[src/rtl/pong_pkg.sv]
`default_nettype none
// ============================================================================
//  Module      : pong_pkg
//  Description : Shared playfield constants and the vertical coordinate type
//                used by the paddle, renderer and collision logic.
//  Revision    : 1.0 - initial release
// ============================================================================
package pong_pkg;

    localparam int COORD_W     = 10;   // width of a vertical screen coordinate
    localparam int SCREEN_H    = 480;  // visible playfield height in pixels
    localparam int PADDLE_H    = 64;   // paddle height in pixels
    localparam int PADDLE_STEP = 4;    // pixels moved per encoder count

    typedef logic [COORD_W-1:0] y_coord_t;

endpackage
`default_nettype wire

[src/rtl/paddle_ctrl_quad_delta.sv]
`default_nettype none
// ============================================================================
//  Module      : quad_delta
//  Description : Remembers the previous 2-bit encoder count and decodes the
//                mod-4 difference into a signed step (-1/0/+1) plus a skip
//                flag for a jump of two counts (direction unknown).
//  Revision    : 1.0 - initial release
// ============================================================================
module quad_delta
    import pong_pkg::*;
(
    input  logic              clk,
    input  logic              reset,
    input  logic [1:0]        i_enc_value,
    output logic signed [1:0] o_step,
    output logic              o_skip
);

    logic [1:0] r_prev_value;
    logic [1:0] w_delta;

    // Track the last encoder count; cleared to match the encoder's own reset.
    always_ff @(posedge clk or posedge reset) begin
        if (reset) begin
            r_prev_value <= 2'd0;
        end else begin
            r_prev_value <= i_enc_value;
        end
    end

    // Difference wraps naturally in 2 bits: 1 is forward, 3 is backward.
    always_comb begin
        w_delta = i_enc_value - r_prev_value;
        o_step  = 2'sb00;
        o_skip  = 1'b0;
        case (w_delta)
            2'd1:    o_step = 2'sb01;
            2'd3:    o_step = 2'sb11;
            2'd2:    o_skip = 1'b1;
            default: o_step = 2'sb00;
        endcase
    end

endmodule
`default_nettype wire

[src/rtl/paddle_ctrl.sv]
`default_nettype none
// ============================================================================
//  Module      : paddle_ctrl
//  Description : Accumulates encoder steps between frames and applies them
//                to the paddle position once per frame_start, clamped to the
//                playfield, so paddle_y never changes mid-frame.
//  Revision    : 1.0 - initial release
// ============================================================================
module paddle_ctrl
    import pong_pkg::*;
#(
    parameter int Y_W      = pong_pkg::COORD_W,
    parameter int ACC_W    = 6,
    parameter int STEP     = pong_pkg::PADDLE_STEP,
    parameter int Y_INIT   = 208,
    parameter int Y_MIN    = 0,
    parameter int Y_MAX    = pong_pkg::SCREEN_H,
    parameter int PADDLE_H = pong_pkg::PADDLE_H
) (
    input  logic           clk,
    input  logic           reset,
    input  logic [1:0]     enc_value,
    input  logic           frame_start,
    output logic [Y_W-1:0] paddle_y,
    output logic           moved,
    output logic           skip_err
);

    // Wide enough that paddle_y + acc*STEP can never overflow.
    localparam int SUM_W = Y_W + ACC_W + 3;

    localparam logic signed [ACC_W:0]   c_acc_max = (ACC_W+1)'(2**(ACC_W-1) - 1);
    localparam logic signed [ACC_W:0]   c_acc_min = -c_acc_max;
    localparam logic signed [SUM_W-1:0] c_step    = SUM_W'(STEP);
    localparam logic signed [SUM_W-1:0] c_y_lo    = SUM_W'(Y_MIN);
    localparam logic signed [SUM_W-1:0] c_y_hi    = SUM_W'(Y_MAX - PADDLE_H);

    logic signed [1:0]       w_step;
    logic                    w_skip;
    logic signed [ACC_W-1:0] r_acc;
    logic [Y_W-1:0]          r_paddle_y;
    logic                    r_moved;
    logic                    r_skip_err;

    logic signed [ACC_W:0]   w_acc_sum;
    logic signed [ACC_W-1:0] w_acc_next;
    logic signed [ACC_W-1:0] w_step_ext;
    logic signed [SUM_W-1:0] w_y_ext;
    logic signed [SUM_W-1:0] w_acc_ext;
    logic signed [SUM_W-1:0] w_sum;
    logic [Y_W-1:0]          w_new_y;

    quad_delta u_quad_delta (
        .clk         (clk),
        .reset       (reset),
        .i_enc_value (enc_value),
        .o_step      (w_step),
        .o_skip      (w_skip)
    );

    // Saturating accumulate of this cycle's step; never wraps past +/-max.
    always_comb begin
        w_step_ext = {{(ACC_W-2){w_step[1]}}, w_step};
        w_acc_sum  = {r_acc[ACC_W-1], r_acc} + {{(ACC_W-1){w_step[1]}}, w_step};
        if (w_acc_sum > c_acc_max) begin
            w_acc_next = ACC_W'(c_acc_max);
        end else if (w_acc_sum < c_acc_min) begin
            w_acc_next = ACC_W'(c_acc_min);
        end else begin
            w_acc_next = w_acc_sum[ACC_W-1:0];
        end
    end

    // Candidate position for the frame update, clamped to the playfield.
    always_comb begin
        w_y_ext   = {{(SUM_W-Y_W){1'b0}}, r_paddle_y};
        w_acc_ext = {{(SUM_W-ACC_W){r_acc[ACC_W-1]}}, r_acc};
        w_sum     = w_y_ext + w_acc_ext * c_step;
        if (w_sum < c_y_lo) begin
            w_new_y = Y_W'(Y_MIN);
        end else if (w_sum > c_y_hi) begin
            w_new_y = Y_W'(Y_MAX - PADDLE_H);
        end else begin
            w_new_y = w_sum[Y_W-1:0];
        end
    end

    // Frame update on the strobe; otherwise keep accumulating. The step seen
    // on the strobe cycle seeds the next frame's accumulator.
    always_ff @(posedge clk or posedge reset) begin
        if (reset) begin
            r_paddle_y <= Y_W'(Y_INIT);
            r_acc      <= '0;
            r_moved    <= 1'b0;
            r_skip_err <= 1'b0;
        end else begin
            r_skip_err <= w_skip;
            if (frame_start) begin
                r_paddle_y <= w_new_y;
                r_moved    <= (w_new_y != r_paddle_y);
                r_acc      <= w_step_ext;
            end else begin
                r_moved    <= 1'b0;
                r_acc      <= w_acc_next;
            end
        end
    end

    assign paddle_y = r_paddle_y;
    assign moved    = r_moved;
    assign skip_err = r_skip_err;

endmodule
`default_nettype wire

[config.mk]
export PLATFORM = sky130hd
export DESIGN_NAME = paddle_ctrl
export DESIGN_NICKNAME = d
export VERILOG_FILES = /design/src/rtl/pong_pkg.sv /design/src/rtl/paddle_ctrl_quad_delta.sv /design/src/rtl/paddle_ctrl.sv
export SDC_FILE = /design/constraint.sdc
export NUM_CORES = 1
export LEC_CHECK = 0
export BUFFER_PORTS_ARGS = -buffer_cell sky130_fd_sc_hd__buf_2
export CELL_PAD_IN_SITES_DETAIL_PLACEMENT = 2
export CELL_PAD_IN_SITES_GLOBAL_PLACEMENT = 2
export CORE_MARGIN = 2
export CORE_UTILIZATION = 27
export DETAILED_ROUTE_END_ITERATION = 10
export PLACE_DENSITY = 0.6
export REMOVE_ABC_BUFFERS = 1
export SYNTH_ARGS = -nofsm -noshare
export SYNTH_HDL_FRONTEND = slang
export SYNTH_SLANG_ARGS = --single-unit
[constraint.sdc]
create_clock -name clk -period 3.98 [get_ports clk]
set_input_delay 0.796 -clock clk [delete_from_list [all_inputs] [get_ports clk]]
set_output_delay 0.796 -clock clk [all_outputs]
set_load 0.03 [all_outputs]
==> flow_summary.yaml, run 1 <==
outcome:
  status: "finished clean"
global_routing:
  grt_overflow: 0
  antenna_found_initial: 0
  grt_pass1_wl_mm: 8.749
  grt_pass1_vias: 1710
  grtUsageTotal: 0.1548
  grt_max_degree: 21
final_layout:
  final_area_mm2: 0.001914
  antennaDiodeCount: 0
  layout_common_cells: "dfrtp_1 (17), ha_1 (16), buf_2 (16)"
  nets: 230
  final_core_util: 0.3214
  layout_commonest_cell: "dfrtp_1"
  syn_to_final_growth_pct: 14.09
  drive_gt1_frac: 0.1699
routing:
  routed_wl_mm: 5.013
  drc_errors: 0
  drt_iter0_markers: 42
  ant_nets: 0
  via_count: 1505
  wl_per_cell_um: 17.84
  drtPass1Iterations: 4
  viasPerCell: 5.356
clock_network:
  clk_latency_ns: 0.27
  cts_hold_buf: 0
  clkTransAtPathRegs_ns: 0.08
  clock_path_buffers: 2
  cts_buffers: 3
  post_cts_buffers: 0
  root_buffer: "clkbuf_8"
  ctsResizeCount: 0
  cts_tree: "done"
  htreeDepth: 1
  clock_sinks: 20
worst_setup_path:
  crit_fanout: 5
  cp-end-kind: "flop"
  worstPathRequired_ns: 4.14
  cp.arrival_ns: 3.65
  rr_worst_depth: 10
  crit_path_start_kind: "input pin"
  crit_type: "in2reg"
placement:
  portBuffers: 16
  placedInstanceArea_mm2: 0.001859
  gp_congestion: 0.7675
  place_hpwl_mm: 3.912
yosys:
  ys_seq_area_frac: 0.3005
  synth_top_area_cell: "dfrtp_1"
  async_reset_ff_frac: 1.000
  ys_types: 53
  synth_area_per_cell_um2: 9.021
  synth_top_area_frac: 0.2535
  synthesis.area_mm2: 0.001678
  yosys-top-cells-area: "dfrtp_1 (25%), ha_1 (12%), dfstp_2 (4.7%), xnor2_1 (4.7%), a21oi_1 (4.5%)"
  yosys_register_bits: 20
  yosys_warnings: 0
  synth_edf_count: 0
  synth_cells: 186
  synth_flop_cell: "dfrtp_1"
sta:
  skew_ns: 0.006726
  drv_slew: 0
  fin_crit_sh: 0.8765
  setup_tns_ns: 0
  slew_headroom: 0.4713
  hold_viol: 0
  max_freq_mhz: 286.7
  finalSetupViolCount: 0
  worstMarginPinSlew_ns: 0.7922
  finalCriticalPeriod_ns: 3.489
  rsz0062_at_grt: "no"
floorplanning:
  die_area_mm2: 0.006861
  initial_core_util: 0.2817
  pin_count: 17
  die_x_um: 82.83
  die_h_um: 82.83
  rows: 28
  core-area_mm2: 0.005956
min_path:
  min_path_type: "reg2reg"
  hold_depth: 1
power_and_ir_drop:
  leakage_nw: 0.8724
  ir_drop_mv: 0.3040
  cellPowerDensity_mw_per_mm2: 988.7
flow_run:
  maxCapViolations: 0
==> through the flow <==
| step | worst slack [ns] | power (mW) | std cells | hold WS (ns) |
|---|---|---|---|---|
| 5_1_grt | 0.3112 | 2.099 | 281 | 0.5823 |
| 2_1_floorplan | 0.5775 | 1.352 | 184 | 0.4997 |
| 4_1_cts | 0.4626 | 1.896 | 281 | 0.5330 |
| 6_report | 0.4915 | 1.893 | 281 | 0.5220 |
| 3_3_place_gp | 0.3174 | 1.654 | 277 | 0.4916 |
| 3_5_place_dp | 0.1799 | 1.716 | 277 | 0.5077 |
==> layer usage <==
metal | vias up | share of wire | GRT usage
li1 | 716 | - | -
met4 | 0 | 0.0084 | 0.03577
met3 | 4 | 0.017 | 0.01988
met2 | 13 | 0.51 | 0.2742
met5 | - | 0 | 0
met1 | 772 | 0.46 | 0.2001
==> final timing paths <==
check | start | end | slack, ns
setup / recovery | enc_value[0] | r_acc[1] | 0.49
hold / removal | paddle_y[1] | paddle_y[1] | 0.52
setup reg to reg | paddle_y[2] | moved | 0.70
hold reg to reg | paddle_y[1] | paddle_y[1] | 0.52
max in group asynchronous | reset | r_acc[2] | 2.82
min in group asynchronous | reset | moved | 0.66
==> Yosys cell counts, types with 2 or more instances <==
| cell | count |
|---|---|
| a21o_1 | 3 |
| o211ai_1 | 3 |
| nand3_1 | 5 |
| a21oi_1 | 15 |
| a211o_1 | 2 |
| xnor2_1 | 9 |
| nor4b_1 | 2 |
| nand3b_1 | 2 |
| inv_1 | 15 |
| fa_1 | 2 |
| nor2_1 | 12 |
| nor3_1 | 3 |
| nand2b_1 | 2 |
| a31oi_1 | 3 |
| ha_1 | 16 |
| dfstp_2 | 3 |
| xor2_1 | 4 |
| maj3_1 | 2 |
| o21ai_0 | 7 |
| and2_1 | 2 |
| o21a_1 | 3 |
| or3_1 | 2 |
| a211oi_2 | 3 |
| dfrtp_1 | 17 |
| nand2_1 | 14 |
| a21boi_0 | 3 |
| o22ai_1 | 3 |
| or2_2 | 2 |
| clkbuf_1 | 2 |
| o21bai_1 | 2 |
==> sequential cells by signal, summed over array words and instances, names as in the netlist <==
signal and flops:
paddle_y 10, u_quad_delta.r_prev_value 2, r_acc 6, skip_err 1
moved 1
==> critical path: stages <==
cell      delay [ns]
buf_2           0.09
inv_1           0.04
ha_1            0.19
xor2_1          0.15
xnor2_1         0.14
or2_2           0.32
inv_1           0.17
ha_1            0.30
a21oi_1         0.17
o21bai_1        0.11
xor2_1          0.17
or4_1           0.53
a21oi_1         0.23
a21oi_1         0.07
o21a_1          0.17
==> area by class of cell <==
cell class / instances / area, µm²
multi-input combinational: 149 / 1110
tap: 75 / 93.84
inverter: 15 / 56.30
sequential: 20 / 504.2
fill: 681 / 4041
clock buffer: 4 / 55.05
timing repair buffer: 18 / 95.09
==> logic make-up after synthesis <==
family / after synthesis / synth area share
AND/OR/NAND/NOR: 54 / 0.1678
XOR/XNOR: 13 / 0.06786
AO/OA/AOI/OAI: 60 / 0.2580
adder cells (fa/ha/maj): 20 / 0.1551
buffers and inverters: 17 / 0.03803
flip-flops: 20 / 0.3005
multiplexers: 2 / 0.01268
==> where the power goes <==
part           internal, mW  switching (mW)  total [mW]
clock network        0.0884          0.0797       0.168
registers             0.273          0.0851       0.358
logic                 0.545           0.821        1.37
total                 0.907           0.986        1.89
No activity file was read; power rests on OpenSTA's default activity.
==> inputs of run 2 (changes only) <==
Settings changed: BUFFER_PORTS_ARGS -buffer_cell sky130_fd_sc_hd__buf_2 to not set, DONT_BUFFER_PORTS set to 1, PLACE_DENSITY 0.6 to 0.56.
==> run 2 against run 1 <==
  * Sequential power rose by 21%
  * Clock-buffer cell count fell by 1
  * Global-route usage barely moved
  * Flip-flop and latch count did not move
  * Critical path depth fell by 5
  * Clock skew fell by 0.0037 ns
  * Largest power group unchanged
  * Highest routed layer unchanged
==> flow_summary.yaml, run 2 (synthesis results as in run 1) <==
floorplanning:
  die_x_um: 82.83
  core-area_mm2: 0.005956
  initial_core_util: 0.2817
  rows: 28
  pin_count: 17
  die_area_mm2: 0.006861
  die_h_um: 82.83
final_layout:
  syn_to_final_growth_pct: 10.29
  largest_reg_flops: 10
  nets: 214
  final_area_mm2: 0.001851
  antennaDiodeCount: 0
  layout_common_cells: "dfrtp_1 (17), ha_1 (16), inv_1 (15), a21oi_1 (15), nand2_1 (14)"
  drive_gt1_frac: 0.1000
  layout_commonest_cell: "dfrtp_1"
min_path:
  min_path_type: "in2reg"
  hold_depth: 0
  hp-start: "enc_value[0]"
  min_to: "u_quad_delta.r_prev_value[0]"
clock_network:
  root_buffer: "clkbuf_8"
  cts_buffers: 3
  post_cts_buffers: 0
  cts_hold_buf: 0
  clock_path_buffers: 2
  clkTransAtPathRegs_ns: 0.09
  clock_sinks: 20
  ctsResizeCount: 0
  htreeDepth: 1
  cts_tree: "done"
  clk_latency_ns: 0.27
sta:
  setup_tns_ns: 0
  max_freq_mhz: 294.7
  finalSetupViolCount: 0
  slew_headroom: 0.4417
  worstMarginPinSlew_ns: 0.8365
  hold_viol: 0
  skew_ns: 0.003054
  fin_crit_sh: 0.8527
  rsz0062_at_grt: "no"
  drv_slew: 0
  finalCriticalPeriod_ns: 3.394
worst_setup_path:
  cp_common_cell: "a211oi_2"
  r2r_start: "paddle_y[2]"
  crit_buf_inv: 0
  rrSetupSlack_ns: 0.59
  crit_fanout: 7
  r2r_end: "moved"
  worstPathRequired_ns: 4.12
  crit_family: "compound AO/OA/AOI/OAI gates"
  cpPeakStageDelay_ns: 0.56
  crit_type: "reg2reg"
  slowest_stage: "xnor2_1"
  crit_chain: "ha_1 > fa_1 > a211oi_2 > o21ai_0 > xnor2_1 > a211oi_2 > a31o_4 > mux2i_1 > nor4_1 > a41oi_1"
  cp.arrival_ns: 3.53
  crit_path_start_kind: "flop"
  cp-end-kind: "flop"
  rr_worst_depth: 10
global_routing:
  grtUsageTotal: 0.1547
  grt_max_degree: 21
  grt_pass1_wl_mm: 8.562
  grt_pass1_vias: 1670
  antenna_found_initial: 0
  grt_overflow: 0
power_and_ir_drop:
  pwr-share-comb: 0.658
  cellPowerDensity_mw_per_mm2: 1024
  p_int_mw: 0.9309
  pwr-share-seq: 0.228
  p_sw_frac: 0.5089
  leakage_nw: 0.8045
  clock_power_share: 0.114
  ir_drop_mv: 0.2733
  switching_power_mw: 0.9645
placement:
  portBuffers: 0
  placedInstanceArea_mm2: 0.001779
  gp_congestion: 0.7421
  place_hpwl_mm: 4.081
routing:
  wl_per_cell_um: 19.02
  ant_nets: 0
  drt_iter0_markers: 36
  drtPass1Iterations: 4
  viasPerCell: 5.343
  drc_errors: 0
  routed_wl_mm: 5.039
  via_count: 1416
flow_run:
  maxCapViolations: 0
outcome:
  status: "finished clean"
==> run 2: final cells by class <==
class | instances | area [µm²]
multi-input cells | 149 | 1110
well taps | 75 | 93.84
repair buffers | 2 | 15.01
flip-flops and latches | 20 | 504.2
fillers | 689 | 4105
inverters | 15 | 56.30
clock buffers | 3 | 41.29
clock inverters | 1 | 30.03
==> run 2: metrics by stage <==
step | cells | utilization | hold WS [ns] | power (mW) | setup slack, ns
floorplan | 184 | - | 0.4997 | 1.352 | 0.5775
global placement | 261 | 0.2987 | 0.5319 | 1.622 | 0.4099
detailed placement | 261 | 0.2987 | 0.5445 | 1.693 | 0.3288
CTS | 265 | 0.3107 | 0.5418 | 1.922 | 0.5201
global route | 265 | 0.3107 | 0.5267 | 2.095 | 0.3455
finish | 265 | 0.3107 | 0.5450 | 1.895 | 0.5861
==> run 2: worst max path at each step <==
| stage | startpoint | end | cells after the start |
|---|---|---|---|
| 2_1_floorplan | enc_value[0] | r_acc[1] | 14 |
| 3_3_place_gp | enc_value[0] | r_acc[1] | 14 |
| 3_5_place_dp | enc_value[0] | r_acc[1] | 14 |
| 4_1_cts | paddle_y[2] | moved | 10 |
| 5_1_grt | paddle_y[2] | moved | 10 |
| 6_report | paddle_y[2] | moved | 10 |
==> run 2: routing by layer <==
metal / track usage / wire, µm / vias up
met2: 0.2903 / 2688 / 13
met3: 0.01193 / 70 / 5
met5: 0 / 0 / -
li1: - / - / 688
met4: 0.04471 / 62 / 0
met1: 0.1873 / 2217 / 710
==> run 2: power by group through the flow <==
stage / combinational (mW) / clock (mW) / sequential (mW)
after CTS: 1.27 / 0.217 / 0.437
after global routing: 1.42 / 0.232 / 0.446
after floorplan: 0.952 / 0 / 0.400
after global placement: 1.19 / 0 / 0.435
final: 1.25 / 0.216 / 0.432
after detailed placement: 1.25 / 0 / 0.441
